--- config.mk ---
export PLATFORM = sky130hd
export DESIGN_NAME = ctrl_pipe
export DESIGN_NICKNAME = d
export VERILOG_FILES = /design/src/rtl/core_pkg.sv /design/src/rtl/ctrl_stage_reg.sv /design/src/rtl/ctrl_pipe.sv
export SDC_FILE = /design/constraint.sdc
export NUM_CORES = 1
export LEC_CHECK = 0
export CORE_MARGIN = 2
export CORE_UTILIZATION = 48
export CTS_BUF_LIST = sky130_fd_sc_hd__clkbuf_4
export DETAILED_ROUTE_END_ITERATION = 8
export PLACE_DENSITY = 0.82
export SYNTH_ARGS = -nofsm -noshare
export SYNTH_HDL_FRONTEND = slang
export SYNTH_SLANG_ARGS = --single-unit
--- constraint.sdc ---
create_clock -name clk -period 1.8 [get_ports clk]
set_input_delay 0.18 -clock clk [delete_from_list [all_inputs] [get_ports clk]]
set_output_delay 0.18 -clock clk [all_outputs]
set_load 0.005 [all_outputs]
--- src/rtl/core_pkg.sv ---
// Shared definitions for the RV32I core control path.
// Holds opcode and branch funct3 constants plus the packed control words
// carried by the E, M and W pipeline stages.
package core_pkg;

  // Opcodes
  localparam logic [6:0] LOAD   = 7'b0000011;
  localparam logic [6:0] STORE  = 7'b0100011;
  localparam logic [6:0] OPIMM  = 7'b0010011;
  localparam logic [6:0] OP     = 7'b0110011;
  localparam logic [6:0] BRANCH = 7'b1100011;
  localparam logic [6:0] JAL    = 7'b1101111;
  localparam logic [6:0] JALR   = 7'b1100111;
  localparam logic [6:0] LUI    = 7'b0110111;

  // Branch funct3 encodings
  localparam logic [2:0] BEQ = 3'b000;
  localparam logic [2:0] BNE = 3'b001;
  localparam logic [2:0] BLT = 3'b100;
  localparam logic [2:0] BGE = 3'b101;

  typedef struct packed {
    logic       valid;
    logic       regWrite;
    logic       memWrite;
    logic [1:0] resultSrc;
    logic [2:0] aluControl;
    logic       aluSrc;
    logic       jump;
    logic       branch;
    logic [2:0] funct3;
    logic       jalr;
  } ctrl_e_t;

  typedef struct packed {
    logic       valid;
    logic       regWrite;
    logic       memWrite;
    logic [1:0] resultSrc;
  } ctrl_m_t;

  typedef struct packed {
    logic       valid;
    logic       regWrite;
    logic [1:0] resultSrc;
  } ctrl_w_t;

endpackage

--- src/rtl/ctrl_stage_reg.sv ---
// Pipeline stage register for control words.
// Ports:
//   clk   - rising-edge clock
//   rst_n - asynchronous active-low reset, clears q
//   clr   - synchronous clear (loads all zeros, i.e. a bubble)
//   d     - next control word
//   q     - registered control word
module ctrl_stage_reg #(
  parameter int unsigned W = 1
) (
  input  logic         clk,
  input  logic         rst_n,
  input  logic         clr,
  input  logic [W-1:0] d,
  output logic [W-1:0] q
);

  always_ff @(posedge clk or negedge rst_n) begin
    if (!rst_n)   q <= '0;
    else if (clr) q <= '0;
    else          q <= d;
  end

endmodule

--- src/rtl/ctrl_pipe.sv ---
// Control-signal pipeline for the 5-stage RV32I core.
// Carries the decode-stage control word through E, M and W, resolves
// branches/jumps in E and counts instructions retiring from W.
// Ports:
//   clk, rst_n                         - clock, async active-low reset
//   ValidD, opD, funct3D, *D controls  - decode-stage control word
//   FlushE                             - bubble the D->E load
//   ZeroE, LessThanE                   - ALU flags for the E instruction
//   *E / *M / *W outputs               - stage control fields
//   PCSrcE, PCTargetSrcE               - PC redirect and target select
//   RetiredW                           - wrapping retired-instruction count
module ctrl_pipe
  import core_pkg::*;
#(
  parameter int unsigned CNT_W = 32
) (
  input  logic             clk,
  input  logic             rst_n,
  input  logic             ValidD,
  input  logic [6:0]       opD,
  input  logic [2:0]       funct3D,
  input  logic             RegWriteD,
  input  logic             MemWriteD,
  input  logic             ALUSrcD,
  input  logic             JumpD,
  input  logic             BranchD,
  input  logic [1:0]       ResultSrcD,
  input  logic [2:0]       ALUControlD,
  input  logic             FlushE,
  input  logic             ZeroE,
  input  logic             LessThanE,
  output logic [2:0]       ALUControlE,
  output logic             ALUSrcE,
  output logic [1:0]       ResultSrcE,
  output logic             RegWriteE,
  output logic             PCSrcE,
  output logic             PCTargetSrcE,
  output logic             RegWriteM,
  output logic             MemWriteM,
  output logic [1:0]       ResultSrcM,
  output logic             RegWriteW,
  output logic [1:0]       ResultSrcW,
  output logic [CNT_W-1:0] RetiredW
);

  ctrl_e_t dE, qE;
  ctrl_m_t dM, qM;
  ctrl_w_t dW, qW;
  logic    clrE;
  logic    branchCond;
  logic [CNT_W-1:0] retiredCnt;

  // Invalid D words are squashed to zero so every E field of a bubble is 0.
  assign clrE = FlushE | ~ValidD;

  always_comb begin
    dE            = '0;
    dE.valid      = ValidD;
    dE.regWrite   = RegWriteD;
    dE.memWrite   = MemWriteD;
    dE.resultSrc  = ResultSrcD;
    dE.aluControl = ALUControlD;
    dE.aluSrc     = ALUSrcD;
    dE.jump       = JumpD;
    dE.branch     = BranchD;
    dE.funct3     = funct3D;
    dE.jalr       = (opD == JALR);
  end

  always_comb begin
    dM           = '0;
    dM.valid     = qE.valid;
    dM.regWrite  = qE.regWrite;
    dM.memWrite  = qE.memWrite;
    dM.resultSrc = qE.resultSrc;
  end

  always_comb begin
    dW           = '0;
    dW.valid     = qM.valid;
    dW.regWrite  = qM.regWrite;
    dW.resultSrc = qM.resultSrc;
  end

  ctrl_stage_reg #(.W($bits(ctrl_e_t))) eReg (
    .clk  (clk),
    .rst_n(rst_n),
    .clr  (clrE),
    .d    (dE),
    .q    (qE)
  );

  ctrl_stage_reg #(.W($bits(ctrl_m_t))) mReg (
    .clk  (clk),
    .rst_n(rst_n),
    .clr  (1'b0),
    .d    (dM),
    .q    (qM)
  );

  ctrl_stage_reg #(.W($bits(ctrl_w_t))) wReg (
    .clk  (clk),
    .rst_n(rst_n),
    .clr  (1'b0),
    .d    (dW),
    .q    (qW)
  );

  // Signed compare flags from the ALU; unsupported funct3 never branches.
  always_comb begin
    branchCond = 1'b0;
    case (qE.funct3)
      BEQ:     branchCond = ZeroE;
      BNE:     branchCond = ~ZeroE;
      BLT:     branchCond = LessThanE;
      BGE:     branchCond = ~LessThanE;
      default: branchCond = 1'b0;
    endcase
  end

  assign PCSrcE       = qE.valid & (qE.jump | (qE.branch & branchCond));
  assign PCTargetSrcE = qE.valid & qE.jalr;

  always_ff @(posedge clk or negedge rst_n) begin
    if (!rst_n)        retiredCnt <= '0;
    else if (qW.valid) retiredCnt <= retiredCnt + CNT_W'(1);
  end

  assign ALUControlE = qE.aluControl;
  assign ALUSrcE     = qE.aluSrc;
  assign ResultSrcE  = qE.resultSrc;
  assign RegWriteE   = qE.regWrite;
  assign RegWriteM   = qM.regWrite;
  assign MemWriteM   = qM.memWrite;
  assign ResultSrcM  = qM.resultSrc;
  assign RegWriteW   = qW.regWrite;
  assign ResultSrcW  = qW.resultSrc;
  assign RetiredW    = retiredCnt;

endmodule

# Yosys cells after proc, flatten, opt, wreduce, memory -nomap -nowiden
# Cells that the tools add are included.
dict set report op_classes {
  bitwise 8
  add_sub_neg 1
  n_mux 2
  reduce_logical 1
  eq_ne 4
}
# op count
set ops {}
lappend ops {{$add 32x1->32 const B} 1}
lappend ops {{$mux 15} 1}
lappend ops {{$eq 7x7->1 const B} 1}
lappend ops {{$eq 3x3->1 const B} 2}
lappend ops {{$pmux 1 s4} 1}
lappend ops {{$and 1x1->1} 3}
lappend ops {{$eq 3x1->1 const B} 1}
lappend ops {{$logic_not 3->1} 1}
lappend ops {{$not 1->1} 3}
lappend ops {{$or 1x1->1} 2}
dict set report word_totals {
  elab_cells 20
  in_bits 26
  out_inout_bits 48
  register_bits 56
}

# Longest topological paths before layout
dict set report logic_depth {
  depth_word 5
  mapped_depth 5
  mapped_depth_nobuf 5
}

# By module
# From an unflattened synthesis, not the netlist that was laid out.
dict set report hier_totals {
  cells_unflattened 187
  area_unflattened_um2 2389.8
}
# module seq_area_each_um2 area_each_um2 cells_each instances
set by_module_without_submodules {}
lappend by_module_without_submodules {ctrl_pipe 800.8 1600.3 138 1}
lappend by_module_without_submodules {{ctrl_stage_reg (eReg)} 375.4 508.0 31 1}
lappend by_module_without_submodules {{ctrl_stage_reg (mReg)} 125.1 156.4 10 1}
lappend by_module_without_submodules {{ctrl_stage_reg (wReg)} 100.1 125.1 8 1}

# Worst setup path before layout
# No wires, ideal clock.
dict set report synth_timing {
  path_type {register to register}
  from {reg retiredCnt[17] (netlist: RetiredW[17])}
  to {reg retiredCnt[30] (netlist: RetiredW[30])}
  n_path_buf 0
  t_arrival_ns 1.537
  stages_incl_launch_ff 5
  required_time_ns 1.721
  setup_time_ns 0.079
  synth_period_minus_slack_ns 1.616
  slack_ns 0.184
  path_cell_list {dfrtp_1 -> nand4_4 -> or4_4 -> nor4b_4 -> xor2_1}
}
dict set report synth_between {
  elab_chain_cells 1
}
# item line_no
set synth_rtl {}
lappend synth_rtl {{start, declared} ctrl_pipe.sv:51} ;# logic [CNT_W-1:0] retiredCnt;
lappend synth_rtl {{start signal, assigned} ctrl_pipe.sv:126} ;# else if (qW.valid) retiredCnt <= retiredCnt + CNT_W'(1);
lappend synth_rtl {{$add 32x1->32} ctrl_pipe.sv:126}
# No other way between the ends.
# A chain may end at the register's enable or synchronous reset.

# Worst setup path after layout
dict set report layout_timing {
  from {reg retiredCnt[5] (netlist: RetiredW[5])}
  to {reg retiredCnt[22] (netlist: RetiredW[22])}
}
# Same word-level chain as after synthesis.

==> results by group <==
Run status
  • Status: complete, no violations

Synthesis
  • Net Count, Synth: 212
  • Avg Cell Area, Syn: ~13 um2
  • Synth Warn #: 0
  • Sequential-to-total area share from yosys stat: 60.1%
  • Synth Cell Area: 2330 um2
  • Synth Register Bits: 56
  • Synth cell types: 30
  • Mapped Cells: 185

Routing
  • DRC violations left: 0
  • Vias: 1,658
  • DRT Pass-1 Iters: 4
  • DR iter-0 viols: 39
  • Routed WL per cell: 13.7 um
  • Antenna Violating Nets Remaining: 0
  • Vias per cell: 5.20
  • Routed Wire Length: 4370 um

Setup path
  • Startpoint types: flip-flop
  • Reg2reg start: RetiredW[5]
  • CP endpoint kind: flip-flop
  • CP peak stage delay: 0.49 ns
  • Required time worst endpoint: 2.09 ns
  • Peak fanout along the critical path: 6
  • Crit-path slowest cell: dfrtp_1
  • Crit path to: RetiredW[22]
  • Crit path arrival time: between 1.5 and 2 ns
  • R2R setup slack: 0.12 ns
  • Crit path launch: RetiredW[5]
  • Reg2Reg Depth: 4
  • Crit path cell chain: and4_1 -> nand4_1 -> nor4_1 -> xor2_1
  • Type of the worst setup path: flip-flop to flip-flop
  • RR Endpoint: RetiredW[22]

Floorplan
  • Cell row count: 25
  • Die Width: 73.7 um
  • IO Pins: 74
  • DIE HEIGHT: 73.7 um
  • Initial Utilization: 49.7%
  • DIE AREA: 5440 um2
  • CORE AREA: 4690 um2

Global routing
  • Gr ovfl total: 0
  • Number of global-route vias before repair: ~1,600
  • First-pass GRT wire length: 7350 um
  • Largest net degree at the start of global routing: 26
  • Initial antenna violation count: 0
  • Total track usage: 17.9%

Hold path
  • Hold Crit Class: primary input to asynchronous set/reset pin

Timing
  • Worst setup margin: 0.116 ns
  • Slew Limit Headroom: 61.9%
  • Tmin final: around 1.7 ns
  • Worst Tran Pin Value: 0.572 ns
  • Final Cycle Share: ~94%
  • RSZ-0062 raised after global routing: true
  • Final setup fails: 0
  • Layout Skew: 0.0216 ns
  • Slew Limit Fails: 0
  • Fin. Hold Viols: 0
  • Fin Hold WS: 0.294 ns
  • FMAX: 594 MHz
  • Setup tns final: 0 ns

Final layout
  • Share of cells above drive strength 1: 11.7%
  • Most common cell after layout, fill and taps aside: clkdlybuf4s50_1
  • Number of diodes: 0
  • Most frequent cells in the layout: clkdlybuf4s50_1, dfrtp_1, and2_1, xor2_1, xnor2_1
  • Post-layout util: 68.4%
  • Area grow syn2layout: 37.5%
  • Nets: 291
  • Filler cell count: 354

Run
  • MaxCap Viol Count: 0

Pwr
  • VDD IR-drop max: about 470 uV
  • PwrDens: 744 nW/um2
  • Tot Pwr: 2.39 mW
  • P_leak: 1.48 nW

Clock network
  • Clock slew seen by the registers of the worst setup and hold paths: 0.16 ns
  • Root Driver: clkbuf_4
  • H-tree depth: 2
  • Clk Latency, worst-skew pair: 0.38 ns
  • CTS tree: built
  • Num CTS Buffers: 5
  • Setup Buffers After CTS: 0
  • Clock buffer depth: 2
  • Num Clock Sinks: 56

Placed design
  • GPL Wtd Cong: 0.845
  • Port buffer count: 73
  • DP Wirelength: approximately 3400 um
  • Dpl ws: -0.101 ns
## worst min path at each step
stage,endpoint,slack [ns]
2_1_floorplan,RetiredW[0],-0.12
3_3_place_gp,RetiredW[19],0.21
3_5_place_dp,RetiredW[20],0.21
4_1_cts,RetiredW[20],0.31
5_1_grt,eReg.q[7],0.32
6_report,RetiredW[20],0.29
## what timing repair did
item                                    CTS  global route
pin swaps                                 2             2
gates cloned                              0             0
endpoints found under the hold margin    23             0
gates resized for setup                   3             2
hold buffers                              1             0
endpoints found under the setup margin    1             2
## kinds of logic after synthesis
family / Yosys count / share of synthesized area (%)
and+or+nand+nor: 77 / 22.1
DFF: 56 / 60.1
xor gates and xnor gates: 32 / 12.0
buffers and inverters: 16 / 4.07
muxes: 2 / 0.912
AOI/OAI and AO/OA: 1 / 0.322
adders and majority gates: 1 / 0.536
## state kept, by name (all words and copies together), names as in the netlist
name	count
RetiredW	32
wReg.q	4
mReg.q	5
eReg.q	15
## area by class of cell
| cell class | count | area, um2 | share of cell area, % |
|---|---|---|---|
| repair buffers | 83 | 811 | 25.3 |
| flip-flops and latches | 56 | 1400 | 43.7 |
| multi-input cells | 113 | 848 | 26.4 |
| clock inverters | 2 | 16.3 | 0.507 |
| well taps | 54 | 67.6 | 2.11 |
| inverters | 5 | 18.8 | 0.585 |
| clock buffers | 6 | 45.0 | 1.40 |
## where the power goes
part	total, mW	internal, mW	switching [mW]
Sequential	1.43	1.34	0.0915
Combinational	0.397	0.257	0.139
Clock	0.558	0.171	0.387
## synth_stat cells
cell | number | area [um2]
and2_1 | 16 | 100
and3_2 | 1 | 7.51
and4_1 | 4 | 35.0
buf_4 | 9 | 67.6
clkbuf_1 | 1 | 3.75
clkbuf_2 | 1 | 5.00
dfrtp_1 | 56 | 1400
ha_1 | 1 | 12.5
inv_1 | 5 | 18.8
mux2_2 | 1 | 11.3
mux2i_1 | 1 | 10.0
nand2_1 | 10 | 37.5
nand2_2 | 1 | 6.26
nand3_1 | 6 | 30.0
nand3b_1 | 2 | 15.0
nand4_1 | 10 | 62.6
nand4_2 | 2 | 25.0
nand4_4 | 1 | 21.3
nor2_1 | 5 | 18.8
nor2b_1 | 1 | 6.26
nor3_1 | 5 | 25.0
nor3_2 | 1 | 10.0
nor3b_1 | 2 | 15.0
nor4_1 | 7 | 43.8
nor4_4 | 1 | 21.3
nor4b_4 | 1 | 23.8
o21a_1 | 1 | 7.51
or4_4 | 1 | 11.3
xnor2_1 | 16 | 140
xor2_1 | 16 | 140
## worst max-delay path: cells and delay by family (launching register included)
kind | cells | cell delay (ns)
and+or+nand+nor | 3 | 0.90
xor gates and xnor gates | 1 | 0.21
DFF | 1 | 0.49
## stage by stage
stage,cell area [um2],std cells
after detailed placement,3130,310
final,3210,319
after CTS,3210,319
after global routing,3210,319
after floorplan,2330,185
after global placement,3130,310
## routing by layer
metal,vias up,global-route usage (%),part of all wire [%]
met5,-,0,0
met4,0,6.67,1.6
met3,6,5.90,7.8
met2,67,28.4,49
met1,801,22.8,42
li1,784,-,-
(Power assumes the default switching activity.)
